===== config.mk =====
export PLATFORM = sky130hd
export DESIGN_NAME = muldiv_sequencer
export DESIGN_NICKNAME = d
export VERILOG_FILES = /design/src/rtl/muldiv_sequencer.sv
export SDC_FILE = /design/constraint.sdc
export NUM_CORES = 1
export LEC_CHECK = 0
export ABC_AREA = 0
export CAP_MARGIN = 20
export CORE_MARGIN = 4
export CORE_UTILIZATION = 55
export CTS_CLUSTER_SIZE = 24
export DETAILED_ROUTE_END_ITERATION = 10
export PLACE_DENSITY = 0.78
export SYNTH_ARGS = -nofsm -noshare
export SYNTH_HDL_FRONTEND = slang
export SYNTH_SLANG_ARGS = --single-unit

===== constraint.sdc =====
create_clock -name clk -period 4.9 [get_ports clk]
set_input_delay 0.98 -clock clk [delete_from_list [all_inputs] [get_ports clk]]
set_output_delay 0.98 -clock clk [all_outputs]
set_load 0.01 [all_outputs]

===== src/rtl/muldiv_sequencer.sv =====
// muldiv_sequencer: owns HI/LO and sequences iterative multiply (shift-add) and
// divide (restoring), one operation at a time over a start/ready handshake.
// Optional single-cycle multiplier enabled by defining MULDIV_FAST_MUL_EN.
//
// Ports:
//   clk, rst_n         rising-edge clock, asynchronous active-low reset
//   start, op, rs, rt  request and operands, sampled when ready=1
//                      op: 000 mult, 001 multu, 010 div, 011 divu,
//                          100 mthi, 101 mtlo, 11x reserved (no effect)
//   flush              abort any in-flight operation; blocks acceptance
//   ready              start accepted this cycle (IDLE and no flush)
//   busy               iterative operation in flight
//   done               one-cycle pulse when HI/LO updated by mult/div
//   hi, lo             HI/LO registers
module muldiv_sequencer #(
  parameter int DATA_WIDTH = 32,
  parameter int OP_WIDTH   = 3
) (
  input  logic                  clk,
  input  logic                  rst_n,
  input  logic                  start,
  input  logic [OP_WIDTH-1:0]   op,
  input  logic [DATA_WIDTH-1:0] rs,
  input  logic [DATA_WIDTH-1:0] rt,
  input  logic                  flush,
  output logic                  ready,
  output logic                  busy,
  output logic                  done,
  output logic [DATA_WIDTH-1:0] hi,
  output logic [DATA_WIDTH-1:0] lo
);

  localparam int W  = DATA_WIDTH;
  localparam int CW = $clog2(DATA_WIDTH);

  localparam logic [OP_WIDTH-1:0] OP_MULT  = OP_WIDTH'(0);
  localparam logic [OP_WIDTH-1:0] OP_MULTU = OP_WIDTH'(1);
  localparam logic [OP_WIDTH-1:0] OP_DIV   = OP_WIDTH'(2);
  localparam logic [OP_WIDTH-1:0] OP_DIVU  = OP_WIDTH'(3);
  localparam logic [OP_WIDTH-1:0] OP_MTHI  = OP_WIDTH'(4);
  localparam logic [OP_WIDTH-1:0] OP_MTLO  = OP_WIDTH'(5);

  localparam logic [CW-1:0] CNT_LAST = CW'(DATA_WIDTH - 1);

  typedef enum logic [1:0] {
    S_IDLE = 2'd0,
    S_CALC = 2'd1,
    S_FIX  = 2'd2
  } state_t;

  state_t          state_q, state_d;
  logic [CW-1:0]   cnt_q, cnt_d;
  // Multiply: {partial product high, multiplier shifting out low}.
  // Divide:   {partial remainder, dividend shifting into quotient}.
  logic [2*W-1:0]  acc_q, acc_d;
  logic [W-1:0]    opb_q, opb_d;     // multiplicand or divisor magnitude
  logic            is_div_q, is_div_d;
  logic            neg_q, neg_d;     // negate product / quotient
  logic            rneg_q, rneg_d;   // negate remainder (dividend sign)
  logic            dbz_q, dbz_d;     // divide by zero
  logic [W-1:0]    hi_q, hi_d;
  logic [W-1:0]    lo_q, lo_d;
  logic            done_q, done_d;

  // Request decode and operand magnitudes
  logic            op_mul, op_div, op_signed;
  logic            rs_neg, rt_neg;
  logic [W-1:0]    rs_mag, rt_mag;

  // One iteration of each algorithm, computed from the current accumulator
  logic [W:0]      mul_sum;
  logic [W:0]      div_shift;
  logic [W:0]      div_diff;

  // Sign-corrected results for FIX
  logic [2*W-1:0]  prod_fix;
  logic [W-1:0]    quo_fix;
  logic [W-1:0]    rem_fix;

`ifdef MULDIV_FAST_MUL_EN
  logic            fm_vld_q, fm_vld_d;
  logic [W-1:0]    fm_a_q, fm_a_d;
  logic [W-1:0]    fm_b_q, fm_b_d;
  logic            fm_neg_q, fm_neg_d;
  logic [2*W-1:0]  fm_prod;
  logic [2*W-1:0]  fm_fix;

  assign fm_prod = {{W{1'b0}}, fm_a_q} * {{W{1'b0}}, fm_b_q};
  assign fm_fix  = fm_neg_q ? -fm_prod : fm_prod;
`endif

  assign ready = (state_q == S_IDLE) && !flush;
  assign busy  = (state_q != S_IDLE);
  assign done  = done_q;
  assign hi    = hi_q;
  assign lo    = lo_q;

  assign op_mul    = (op == OP_MULT) || (op == OP_MULTU);
  assign op_div    = (op == OP_DIV)  || (op == OP_DIVU);
  assign op_signed = (op == OP_MULT) || (op == OP_DIV);
  assign rs_neg    = op_signed & rs[W-1];
  assign rt_neg    = op_signed & rt[W-1];
  assign rs_mag    = rs_neg ? -rs : rs;
  assign rt_mag    = rt_neg ? -rt : rt;

  // Add the multiplicand into the high half when the current multiplier bit
  // is set; the carry becomes the new MSB after the right shift.
  assign mul_sum   = {1'b0, acc_q[2*W-1:W]} + (acc_q[0] ? {1'b0, opb_q} : {(W+1){1'b0}});

  // Restoring step: bring the next dividend bit into the remainder and try
  // the subtraction; bit W of the difference is the borrow.
  assign div_shift = acc_q[2*W-1:W-1];
  assign div_diff  = div_shift - {1'b0, opb_q};

  assign prod_fix  = neg_q ? -acc_q : acc_q;
  assign quo_fix   = dbz_q ? {W{1'b1}} : (neg_q ? -acc_q[W-1:0] : acc_q[W-1:0]);
  assign rem_fix   = rneg_q ? -acc_q[2*W-1:W] : acc_q[2*W-1:W];

  always_comb begin
    state_d  = state_q;
    cnt_d    = cnt_q;
    acc_d    = acc_q;
    opb_d    = opb_q;
    is_div_d = is_div_q;
    neg_d    = neg_q;
    rneg_d   = rneg_q;
    dbz_d    = dbz_q;
    hi_d     = hi_q;
    lo_d     = lo_q;
    done_d   = 1'b0;
`ifdef MULDIV_FAST_MUL_EN
    fm_vld_d = 1'b0;
    fm_a_d   = fm_a_q;
    fm_b_d   = fm_b_q;
    fm_neg_d = fm_neg_q;

    // Multiply accepted last cycle lands now; a later mthi/mtlo accepted in
    // this same cycle is younger and overrides it below.
    if (fm_vld_q) begin
      hi_d   = fm_fix[2*W-1:W];
      lo_d   = fm_fix[W-1:0];
      done_d = 1'b1;
    end
`endif

    case (state_q)
      S_IDLE: begin
        if (start && ready) begin
          if (op_div) begin
            state_d  = S_CALC;
            cnt_d    = '0;
            acc_d    = {{W{1'b0}}, rs_mag};
            opb_d    = rt_mag;
            is_div_d = 1'b1;
            neg_d    = rs_neg ^ rt_neg;
            rneg_d   = rs_neg;
            dbz_d    = (rt == '0);
          end else if (op_mul) begin
`ifdef MULDIV_FAST_MUL_EN
            fm_vld_d = 1'b1;
            fm_a_d   = rs_mag;
            fm_b_d   = rt_mag;
            fm_neg_d = rs_neg ^ rt_neg;
`else
            state_d  = S_CALC;
            cnt_d    = '0;
            acc_d    = {{W{1'b0}}, rt_mag};
            opb_d    = rs_mag;
            is_div_d = 1'b0;
            neg_d    = rs_neg ^ rt_neg;
            rneg_d   = 1'b0;
            dbz_d    = 1'b0;
`endif
          end else if (op == OP_MTHI) begin
            hi_d = rs;
          end else if (op == OP_MTLO) begin
            lo_d = rt;
          end
          // reserved codes fall through: accepted, no effect
        end
      end

      S_CALC: begin
        if (flush) begin
          state_d = S_IDLE;
        end else begin
          if (is_div_q) begin
            if (!div_diff[W]) begin
              acc_d = {div_diff[W-1:0], acc_q[W-2:0], 1'b1};
            end else begin
              acc_d = {div_shift[W-1:0], acc_q[W-2:0], 1'b0};
            end
          end else begin
            acc_d = {mul_sum, acc_q[W-1:1]};
          end
          cnt_d = cnt_q + 1'b1;
          if (cnt_q == CNT_LAST) begin
            state_d = S_FIX;
          end
        end
      end

      S_FIX: begin
        state_d = S_IDLE;
        // A flush arriving with the result discards it.
        if (!flush) begin
          if (is_div_q) begin
            hi_d = rem_fix;
            lo_d = quo_fix;
          end else begin
            hi_d = prod_fix[2*W-1:W];
            lo_d = prod_fix[W-1:0];
          end
          done_d = 1'b1;
        end
      end

      default: begin
        state_d = S_IDLE;
      end
    endcase
  end

  always_ff @(posedge clk or negedge rst_n) begin
    if (!rst_n) begin
      state_q  <= S_IDLE;
      cnt_q    <= '0;
      acc_q    <= '0;
      opb_q    <= '0;
      is_div_q <= 1'b0;
      neg_q    <= 1'b0;
      rneg_q   <= 1'b0;
      dbz_q    <= 1'b0;
      hi_q     <= '0;
      lo_q     <= '0;
      done_q   <= 1'b0;
    end else begin
      state_q  <= state_d;
      cnt_q    <= cnt_d;
      acc_q    <= acc_d;
      opb_q    <= opb_d;
      is_div_q <= is_div_d;
      neg_q    <= neg_d;
      rneg_q   <= rneg_d;
      dbz_q    <= dbz_d;
      hi_q     <= hi_d;
      lo_q     <= lo_d;
      done_q   <= done_d;
    end
  end

`ifdef MULDIV_FAST_MUL_EN
  always_ff @(posedge clk or negedge rst_n) begin
    if (!rst_n) begin
      fm_vld_q <= 1'b0;
      fm_a_q   <= '0;
      fm_b_q   <= '0;
      fm_neg_q <= 1'b0;
    end else begin
      fm_vld_q <= fm_vld_d;
      fm_a_q   <= fm_a_d;
      fm_b_q   <= fm_b_d;
      fm_neg_q <= fm_neg_d;
    end
  end
`endif

endmodule


==> flow_summary.toml, run 1 <==
[outcome]
status = "completed"

[worst_setup_path]
worstSetupStartpoint = "acc_q[0]"
cp.required_ns = 5.23
timing.rr.start = "acc_q[0]"
worstPathMaxFanout = 10
cp.arrival_ns = 4.33
crit_type = "flip-flop to flip-flop"
end_kind = "flip-flop"
rr_worst_depth = 13
start_kind = "flip-flop"

[timing]
finalCritPeriodShare = 0.816
fmax_ghz = 0.250
maxSlewViolCount = 0
worstMarginPinSlew_ns = 1.11
min_period_ns = 4.00
relSlewSlack = 0.261
fin_skew_ns = 0.0173
tns_ns = 0
rsz0062_at_grt = "false"
hold_viol_final = 0
fin_hold_ws_ns = 0.478
finalSetupViolCount = 0

[synthesis]
synth_edf_count = 0
netlist.top_cell.by_area = "dfrtp_1"
synth.avg_cell_area_um2 = 7.75
syn-cell-area_um2 = 15200
yosysSeqAreaShare = 0.284
synth_nets = 2098
synth_cell_types = 74
netlist_instances = 1955
synth.area.top_cells = "dfrtp_1, o21ai_0, nand2_1"
ys_ff_latch = 172
synth.yosys.warnings = 0
yosysTopAreaCellShare = 0.284
synth_flop_cell = "dfrtp_1"
synthArstFlopShare = 1.00

[route]
wl_per_cell_um = 23.7
ant_nets = 0
routed_wl_um = 56300
drtIter0Drc = 1958
drt_pass1_iterations = 6
viasPerCell = 6.69
route.detailed.drc = 0
vias = 15900

[finish]
diodes = 0
area_growth_syn_to_layout_pct = 15.2
fin_area_um2 = 17500
fillers = 2388
drive_above_1_share = 0.0539
finalNetCount = 2170
stdcell_count = 2381
multi_input_area_um2 = 10200
seq_area_um2 = 4310

[flow_run]
maxCapViolCount = 0

[placement]
dp.cells = 2349
postPlaceCellArea_um2 = 16800
gp_congestion = 0.997
hpwl_um = 43200
port_buffers = 137

[clocking]
hold_buffers = 0
ctsHtreeMaxLevel = 4
numCtsBuffers = 17
clockBufferDepth = 2
clk_latency_ns = 0.45
cts_sinks = 172
ctsRootBufferMaster = "clkbuf_16"
cts_tree = "done"
path_clk_slew_ns = 0.08
cts_resized = 0
cts_setup_buffers = 0

[power_and_ir_drop]
p_per_area_nw_per_um2 = 466
p_leak_nw = 7.38
p_total_mw = 8.14
ir_worst_vdd_uv = 256

[hold_path]
min-delay-start = "hi[26]"
hold_class = "flip-flop to flip-flop"
hold_depth = 2

[floorplan]
die-area_um2 = 30300
coreArea_um2 = 27000
start_util = 0.561
die_h_um = 174
die_width_um = 174
rows = 60
pin_count = 138

[grt]
grtUsageMet1 = 0.496
top_usage_layer = "met2"
grt-ovfl-total = 0
grt_pass1_vias = 14600
antenna_found_initial = 1
grt_util_met3 = 0.0666
grt_pass1_wl_um = 86300
grtUsageMet2 = 0.558
grt.total_usage = 0.358
grt_start_max_net_pins = 81
## Yosys cell counts (13+ instances only)
library cell and number:
xor2_1 73, nor3_1 40, a211oi_1 18, a21oi_1 142, nand3_1 40, a31oi_1 31, dfrtp_1 172, or4_1 16
clkbuf_1 109, mux2i_1 69, and2_1 14, o22ai_1 36, ha_1 70, xnor2_1 101, nand2_1 250, nand4_1 16
o21ai_0 194, a22oi_1 28, nor2_1 154, o31ai_1 24, o211ai_1 42, inv_1 62, a21o_1 25, nor2b_1 16
nand2b_1 22, nor4_1 17, o41ai_1 13, or3_1 24
## registers in the layout, indices dropped and copies added, names as in the netlist
signal / flops
acc_q: 64
cnt_q: 5
dbz_q: 1
done: 1
hi: 32
is_div_q: 1
lo: 32
neg_q: 1
opb_q: 32
rneg_q: 1
state_q: 2
## per-layer routing
layer,vias to the layer above,share of wire
li1,7230,-
met1,7639,0.42
met2,891,0.44
met3,164,0.10
met4,0,0.046
met5,-,0
## through the flow
| stage | worst slack (ns) | util |
|---|---|---|
| after floorplan | 1.40 | - |
| after global placement | 0.586 | 0.623 |
| after detailed placement | 0.551 | 0.623 |
| after CTS | 0.934 | 0.646 |
| after global routing | 0.747 | 0.646 |
| final | 0.901 | 0.646 |
## final cells by class
class | count | share of cell area
clock buffer | 17 | 0.0244
tap | 341 | 0.0244
clock inverter | 15 | 0.0119
timing repair buffer | 174 | 0.0952
inverter | 62 | 0.0133
multi-input combinational | 1600 | 0.584
sequential | 172 | 0.246
## cells in the final DEF (no fill, tap or decap), types with 7 or more instances in the layout
master,n
nand2_1,250
clkbuf_16,17
nor4_1,17
dfrtp_1,171
nor2_1,152
a21o_1,24
ha_1,70
o31ai_1,24
a21oi_1,142
and2_1,14
xor2_1,73
o41ai_1,13
o21ai_0,193
or4_1,16
nor3_1,39
nand2b_1,21
xnor2_1,101
a211oi_1,18
nand3_1,40
nand4_1,16
or3_1,24
buf_4,36
o21ai_1,10
a31oi_1,31
a22oi_1,28
o22ai_1,36
a22o_1,7
nor2b_1,14
clkdlybuf4s50_1,136
inv_1,62
mux2i_1,69
o21bai_1,7
and3_1,10
o211ai_1,42
o21a_1,9
## power by group
group	internal [mW]	switching (mW)	leakage [nW]
combinational	1.79	2.47	4.90
sequential	1.76	0.606	2.17
clock	0.752	0.758	0.308
total	4.31	3.83	7.38
## path summary, 6_finish.rpt
| kind | slack [ns] | to |
|---|---|---|
| min | 0.48 | hi[26] |
| min in group asynchronous | 0.54 | hi[29] |
| max | 0.90 | acc_q[59] |
| min reg2reg | 0.48 | hi[26] |
| max in group asynchronous | 3.32 | is_div_q |
| max reg2reg | 0.90 | acc_q[59] |
## worst max-delay path, stage by stage (launching register included)
cell and delay, ns:
dfrtp_1 0.48, inv_1 0.32, buf_4 0.28, nor2_1 0.07
ha_1 0.33, a21oi_1 0.34, a311oi_1 0.25, o311ai_0 0.48
buf_4 0.21, a31oi_1 0.13, a41o_1 0.28, a31o_2 0.28
xor2_1 0.14, a221o_1 0.29
## logic make-up (layout without fill, tap and decap cells)
kind of cell    Yosys count  count (layout)  synth area share
compound gates          640             640             0.265
xor+xnor                174             174             0.101
fa+ha+maj                72              72            0.0604
buf+inv                 183             268            0.0458
flops                   172             172             0.284
mux                      73              73            0.0485
simple gates            641             641             0.196
Power figures use the tool's default switching activity.
==> run 2, diff against run 1 <==
==> constraint.sdc (replaced) <==
create_clock -name clk -period 4 [get_ports clk]
set_input_delay 0.8 -clock clk [delete_from_list [all_inputs] [get_ports clk]]
set_output_delay 0.8 -clock clk [all_outputs]
set_load 0.01 [all_outputs]
==> flow_summary.toml, run 2 (same netlist as run 1, synthesis figures left out) <==
[finish]
finalNetCount = 2239
area_growth_syn_to_layout_pct = 19.1
fillers = 2347
largest_register_ffs = 64
mostFrequentLayoutCells = "nand2_1, o21ai_0, dfrtp_1"
multi_input_area_um2 = 10200
drive_above_1_share = 0.0853
seq_area_um2 = 4310
stdcell_count = 2452
mostFrequentLayoutCell = "nand2_1"
top_register = "acc_q"

[grt]
grt_pass1_vias = 15300
grt_pass1_wl_um = 91200
antenna_found_initial = 2
grt-ovfl-total = 0
grt.total_usage = 0.381
grt_start_max_net_pins = 71

[timing]
min_period_ns = 3.69
rsz0062_at_grt = "false"
finalCritPeriodShare = 0.924
hold_viol_final = 0
worstMarginPinSlew_ns = 1.11
fin_skew_ns = 0.0182
finalSetupViolCount = 0
maxSlewViolCount = 0
fmax_ghz = 0.271
relSlewSlack = 0.263

[route]
route.detailed.drc = 0
drt_pass1_iterations = 8
ant_nets = 0
routed_wl_um = 59400
viasPerCell = 6.62
drtIter0Drc = 2033
vias = 16200
wl_per_cell_um = 24.2

[placement]
port_buffers = 137
dp.cells = 2418
hpwl_um = 45800
gp_congestion = 1.00

[worst_setup_path]
worstPathMaxFanout = 7
path_cells = "ha_1 -> inv_1 -> fa_1 -> nor2b_1 -> o211ai_1 -> a311oi_1 -> o311ai_0 -> buf_4 -> a31oi_1 -> a41o_1 -> a31o_2 -> xor2_1 -> a221o_1"
start_kind = "flip-flop"
crit_type = "flip-flop to flip-flop"
worstSetupStartpoint = "acc_q[32]"
max_stage_delay_ns = 0.53
critical-path-slowest-cell = "dfrtp_1"
cp.required_ns = 4.33
end_kind = "flip-flop"
rr_worst_depth = 13
timing.rr.start = "acc_q[32]"
crit_family = "compound AO/OA/AOI/OAI gates"
crit_buf_inv = 2
path_depth = 13
cp.arrival_ns = 4.02

[clocking]
ctsRootBufferMaster = "clkbuf_16"
hold_buffers = 0
cts_tree = "done"
ctsHtreeMaxLevel = 4
cts_resized = 0
numCtsBuffers = 17
cts_sinks = 172
path_clk_slew_ns = 0.08
clockBufferDepth = 2
cts_setup_buffers = 0
clk_latency_ns = 0.46

[power_and_ir_drop]
p_leak_nw = 7.73
ir_worst_vdd_uv = 361
p_per_area_nw_per_um2 = 568
p_total_mw = 10.2

[floorplan]
rows = 60
coreArea_um2 = 27000
start_util = 0.561
die_h_um = 174
pin_count = 138
die_width_um = 174
die-area_um2 = 30300

[outcome]
status = "completed"

[flow_run]
maxCapViolCount = 0

[hold_path]
hold_class = "input pin to asynchronous set/reset pin"
-- run 2: cell count changes in the layout (fill, tap and decap cells not counted), sizes merged --
cell,delta
buf,+69
diode,+2
bufinv,-1
clkinv,+1
clkinvlp,+1
inv,-1
-- run 2: layout make-up --
cell class / instances / area share
Multi-Input combinational cell: 1600 / 0.566
Clock inverter: 15 / 0.0123
Sequential cell: 172 / 0.239
Tap cell: 341 / 0.0236
Timing Repair Buffer: 243 / 0.123
Antenna cell: 2 / 0.000277
Clock buffer: 17 / 0.0236
Inverter: 62 / 0.0131
-- run 2: path summary, 6_finish.rpt --
kind                        endpoint  slack, ns
min in group clk              lo[23]       0.48
max in group asynchronous  acc_q[54]       2.92
hold / removal                hi[29]       0.23
hold reg to reg               lo[23]       0.48
setup reg to reg           acc_q[59]       0.31
setup / recovery           acc_q[59]       0.31
-- run 2: routing by layer --
layer	GRT usage	part of all wire	vias to the layer above	wire length, µm
met5	0	0.00045	-	27
met4	0.171	0.053	4	3160
met3	0.0937	0.12	194	7230
met2	0.579	0.43	1013	25500
met1	0.517	0.40	7659	23500
li1	-	-	7364	-
-- run 2: worst register-to-register path: cells and delay by family (launching register included) --
kind	cells	cell delay (ns)
compound gates	7	1.83
fa+ha+maj	2	0.68
flops	1	0.53
buf+inv	2	0.25
simple gates	1	0.20
xor+xnor	1	0.07
-- run 2: report_power, final --
group          total [mW]  internal, mW  switching [mW]
Clock                1.87         0.886           0.983
Sequential           2.75          2.16           0.591
Combinational        5.62          2.36            3.27
-- run 2: through the flow --
step           utilization  TNS (ns)  worst slack (ns)  hold slack [ns]  instance area [µm²]
3_3_place_gp         0.643         0            0.0153            0.462                17400
6_report             0.668         0             0.305            0.235                18000
3_5_place_dp         0.643  -0.00871          -0.00871            0.469                17400
4_1_cts              0.667         0             0.265            0.237                18000
5_1_grt              0.668         0             0.124            0.248                18000
2_1_floorplan            -         0             0.574            0.444                15200
